File: config.mk
export PLATFORM = sky130hd
export DESIGN_NAME = int_arbiter
export DESIGN_NICKNAME = d
export VERILOG_FILES = /design/src/rtl/int_arbiter.sv
export SDC_FILE = /design/constraint.sdc
export NUM_CORES = 1
export LEC_CHECK = 0
export ABC_AREA = 1
export CAP_MARGIN = 20
export CELL_PAD_IN_SITES_DETAIL_PLACEMENT = 2
export CELL_PAD_IN_SITES_GLOBAL_PLACEMENT = 2
export CORE_MARGIN = 1.5
export CORE_UTILIZATION = 40
export CTS_BUF_LIST = sky130_fd_sc_hd__clkbuf_8
export DETAILED_ROUTE_END_ITERATION = 10
export DONT_BUFFER_PORTS = 1
export PLACE_DENSITY = 0.92
export SLEW_MARGIN = 20
export SYNTH_ARGS = -nofsm -noshare
export SYNTH_HDL_FRONTEND = slang
export SYNTH_SLANG_ARGS = --single-unit
File: constraint.sdc
create_clock -name clk -period 1.8 [get_ports clk]
set_input_delay 0.27 -clock clk [delete_from_list [all_inputs] [get_ports clk]]
set_output_delay 0.27 -clock clk [all_outputs]
set_load 0.02 [all_outputs]
File: src/rtl/int_arbiter.sv
// Fixed-priority interrupt arbiter: per-source rising-edge capture into pending
// bits, an enable mask, and an IDLE/ASSERT/SERVICE handshake with the CPU.

module int_arbiter_src (
  input  logic clk,
  input  logic rst,
  input  logic armed,
  input  logic req,
  input  logic clr,
  output logic pending
);
  logic prev;

  // A new edge in the same cycle as a clear leaves the bit set.
  always_ff @(posedge clk or posedge rst) begin
    if (rst) begin
      prev    <= 1'b0;
      pending <= 1'b0;
    end else begin
      prev    <= req;
      pending <= (pending & ~clr) | (armed & req & ~prev);
    end
  end
endmodule

module int_arbiter #(
  parameter int NSRC = 8,
  parameter int IDW  = 3
) (
  input  logic            clk,
  input  logic            rst,
  input  logic [NSRC-1:0] req,
  input  logic            mask_wr,
  input  logic [NSRC-1:0] mask_data,
  input  logic            ack,
  input  logic            eoi,
  output logic            int_out,
  output logic [IDW-1:0]  src_id,
  output logic [NSRC-1:0] pending,
  output logic            busy
);
  localparam logic [1:0] S_IDLE    = 2'd0;
  localparam logic [1:0] S_ASSERT  = 2'd1;
  localparam logic [1:0] S_SERVICE = 2'd2;

  logic [1:0]      state, state_nxt;
  logic [NSRC-1:0] enable, enable_nxt, clr, eligible;
  logic [IDW-1:0]  sel_id;
  logic            sel_vld;
  logic            armed;
  logic            cool;

  // armed suppresses edge detection on the first clock after reset, so a
  // level held high through reset is not mistaken for a new request.
  genvar g;
  generate
    for (g = 0; g < NSRC; g++) begin : g_src
      int_arbiter_src u_src (
        .clk     (clk),
        .rst     (rst),
        .armed   (armed),
        .req     (req[g]),
        .clr     (clr[g]),
        .pending (pending[g])
      );
    end
  endgenerate

  assign enable_nxt = mask_wr ? mask_data : enable;
  assign eligible   = pending & enable;
  assign busy       = (state != S_IDLE);

  always_comb begin
    sel_vld = 1'b0;
    sel_id  = '0;
    for (int i = NSRC - 1; i >= 0; i--) begin
      if (eligible[i]) begin
        sel_vld = 1'b1;
        sel_id  = IDW'(i);
      end
    end
  end

  // cool holds IDLE one extra cycle after eoi so int_out is low >= 2 cycles.
  always_comb begin
    state_nxt = state;
    clr       = '0;
    case (state)
      S_IDLE:    if (!cool && sel_vld) state_nxt = S_ASSERT;
      S_ASSERT: begin
        if (ack) begin
          state_nxt   = S_SERVICE;
          clr[src_id] = 1'b1;
        end else if (!enable_nxt[src_id]) begin
          state_nxt = S_IDLE;
        end
      end
      S_SERVICE: if (eoi) state_nxt = S_IDLE;
      default:   state_nxt = S_IDLE;
    endcase
  end

  always_ff @(posedge clk or posedge rst) begin
    if (rst) begin
      state   <= S_IDLE;
      enable  <= '0;
      src_id  <= '0;
      int_out <= 1'b0;
      armed   <= 1'b0;
      cool    <= 1'b0;
    end else begin
      state   <= state_nxt;
      enable  <= enable_nxt;
      int_out <= (state_nxt == S_ASSERT);
      armed   <= 1'b1;
      cool    <= (state == S_SERVICE) && eoi;
      if (state == S_IDLE && state_nxt == S_ASSERT) src_id <= sel_id;
    end
  end
endmodule

==> results.sh, run 1 <==
export IMPL_routed_wirelength_mm=4.60
export IMPL_start_util=0.421
export IMPL_postSynthCellCount=172
export IMPL_fin_crit_sh=0.937
export IMPL_rsz0062_at_grt="no"
export IMPL_skew_ns=0.00831
export IMPL_postCtsResizedCells=0
export IMPL_max_freq_ghz=0.593
export IMPL_utilization=0.473
export IMPL_antenna_cells=0
export IMPL_setup_tns_ns=0
export IMPL_avgSynthCellArea_sq_um=8.30
export IMPL_antenna_found_initial=0
export IMPL_fp_dieArea_sq_mm=0.00394
export IMPL_yosysWarningCount=0
export IMPL_post_place_ws_ns=0.223
export IMPL_min_path_type="input pin to flop"
export IMPL_power_density_mw_per_mm2=1510
export IMPL_hold_ws_ns=0.0781
export IMPL_cp_slowest_stage_delay_ns=0.61
export IMPL_cp_top_family="simple AND/OR/NAND/NOR gates"
export IMPL_crit_path_start_kind="flop"
export IMPL_grt_pass1_wl_mm=6.73
export IMPL_grt_max_degree=33
export IMPL_end_kind="flop"
export IMPL_ys_ff_latch=32
export IMPL_route_detailed_drc=0
export IMPL_clockBufferDepth=2
export IMPL_stdcell_area_sq_mm=0.00160
export IMPL_final_cell_mix="63 x nand2_1, 32 x dfrtp_1, 17 x o21ai_0"
export IMPL_syn2layout_area_growth_pct=12.3
export IMPL_first_pass_iters=4
export IMPL_placed_area_sq_mm=0.00142
export IMPL_vias_per_cell=5.36
export IMPL_cp_startpoint="src_id[1]"
export IMPL_synth_simple_gate_area_frac=0.248
export IMPL_gr_total_overflow=0
export IMPL_grt_pass1_vias=1324
export IMPL_die_w_microns=62.7
export IMPL_hold_start="eoi"
export IMPL_layout_setup_ws_ns=0.113
export IMPL_wl_per_cell_microns=20.3
export IMPL_final_hold_viol_count=0
export IMPL_clock_root_buffer="clkbuf_8"
export IMPL_track_usage=0.227
export IMPL_crit_chain="inv_1 > nor3_1 > nand2_1 > nand2_1 > nor2_1 > nand2_1 > nand2_1 > nand2_1"
export IMPL_vdd_drop_max_mv=0.620
export IMPL_synth_xor_area_frac=0
export IMPL_synth_cell_type_count=19
export IMPL_htree_num_levels=2
export IMPL_core_sq_mm=0.00339
export IMPL_layout_commonest_cell="nand2_1"
export IMPL_required_ns=2.03
export IMPL_cts_inserted_buffers=5
export IMPL_portBuffers=0
export IMPL_cap_violations=0
export IMPL_synthAdderAreaFrac=0
export IMPL_path_clk_slew_ns=0.07
export IMPL_crit_type="flop to flop"
export IMPL_critPathArrivalTime_ns=1.92
export IMPL_ios=34
export IMPL_final_nets=200
export IMPL_maxSlewViolCount=0
export IMPL_leakagePower_nw=0.794
export IMPL_vias=1211
export IMPL_r2r_start="src_id[1]"
export IMPL_drt_iter0_drc=28
export IMPL_cp_num_buf_inv=1
export IMPL_cp_max_fo=7
export IMPL_synth_compound_area_share=0.0876
export IMPL_crit_path_frequent_cell="nand2_1"
export IMPL_numClockSinks=32
export IMPL_finalCriticalPeriod_ns=1.69
export IMPL_ant_nets=0
export IMPL_place_hpwl_mm=2.93
export IMPL_synthMuxAreaShare=0
export IMPL_status="finished, final reports clean"
export IMPL_synth_area_sq_mm=0.00143
export IMPL_ys_seq_area_frac=0.561
export IMPL_place_gp_congestion=0.788
export IMPL_synth_top_family_by_area="simple AND/OR/NAND/NOR gates"
export IMPL_die_h_microns=62.7
export IMPL_num_rows=21
export IMPL_insertion_delay_ns=0.29
export IMPL_drive_gt1_frac=0.0667
export IMPL_slowest_stage="dfrtp_1"
export IMPL_syn_nets=193
export IMPL_cts_tree="built"
export IMPL_finalSetupViolCount=0
-- power by group --
group	internal, W	switching, W
combinational	0.000197	0.000474
sequential	0.000872	0.000299
clock	0.000305	0.000281
-- per-stage QoR --
| step | cells | power (W) |
|---|---|---|
| CTS | 218 | 0.00237 |
| global route | 226 | 0.00258 |
| global placement | 209 | 0.00171 |
| detailed placement | 209 | 0.00178 |
| finish | 226 | 0.00243 |
| floorplan | 172 | 0.00164 |
-- per-layer routing --
layer / global-route usage / part of all wire / vias to the layer above
li1: - / - / 549
met1: 0.264 / 0.41 / 612
met2: 0.380 / 0.52 / 36
met3: 0.0739 / 0.045 / 14
met4: 0.106 / 0.034 / 0
met5: 0 / 0 / -
-- synth_stat cells --
library cell  instances  share of area
buf_4                 8          0.042
or2_0                 1         0.0044
buf_6                 1         0.0079
a31oi_1               1         0.0044
nor2_1                9          0.024
inv_1                16          0.042
o21ai_1               2         0.0070
clkbuf_1              1         0.0026
nand2_1              63           0.17
conb_1                1         0.0026
inv_2                 1         0.0026
nor3_1                7          0.025
buf_2                 1         0.0035
dfrtp_1              32           0.56
o21ai_0              17          0.060
nand3_1               7          0.025
nand3b_1              1         0.0053
o31ai_1               2          0.011
a21oi_2               1         0.0061
-- final cells by class --
| cell class | instances | area, sq um |
|---|---|---|
| multi-input combinational | 112 | 483 |
| timing repair buffer | 11 | 105 |
| fill | 381 | 1790 |
| inverter | 17 | 63.8 |
| clock buffer | 6 | 82.6 |
| clock inverter | 2 | 10.0 |
| sequential | 32 | 801 |
| tap | 46 | 57.6 |
-- worst register-to-register path: cells and delay by family, from the launching register on --
family | cells | cell delay [ns]
AND/OR/NAND/NOR | 7 | 0.87
flip-flops | 1 | 0.61
buffers and inverters | 1 | 0.16
-- flip-flops by register name (all words and copies together), names as in the netlist --
signal               flops
armed                    1
cool                     1
enable                   8
g_src.u_src.pending      8
g_src.u_src.prev         8
int_out                  1
src_id                   3
state                    2
-- path summary, 6_finish.rpt --
check | endpoint | slack [ns] | cells after the start
min in group asynchronous | src_id[0] | 0.50 | 3
setup reg to reg | state[0] | 0.11 | 8
hold reg to reg | g_src[0].u_src.pending | 0.44 | 1
setup / recovery | state[0] | 0.11 | 8
hold / removal | cool | 0.08 | 2
max in group asynchronous | g_src[5].u_src.prev | 1.00 | 3
-- cells by family after synthesis --
group	count (synthesis)
and+or+nand+nor	88
DFF	32
AOI/OAI and AO/OA	23
other	1
buffers and inverters	28
-- what timing repair did --
action / CTS / global route
hold endpoints to repair: 32 / 8
buffers inserted: 0 / 0
hold buffers: 1 / 8
Note: power is estimated with default switching activity, not from simulation.
==> run 2: changes to the inputs <==
Settings changed: SLEW_MARGIN 20 to unset.
==> results of run 2 <==
Same layout as run 1: the final DEF is identical, and so are final timing and power.
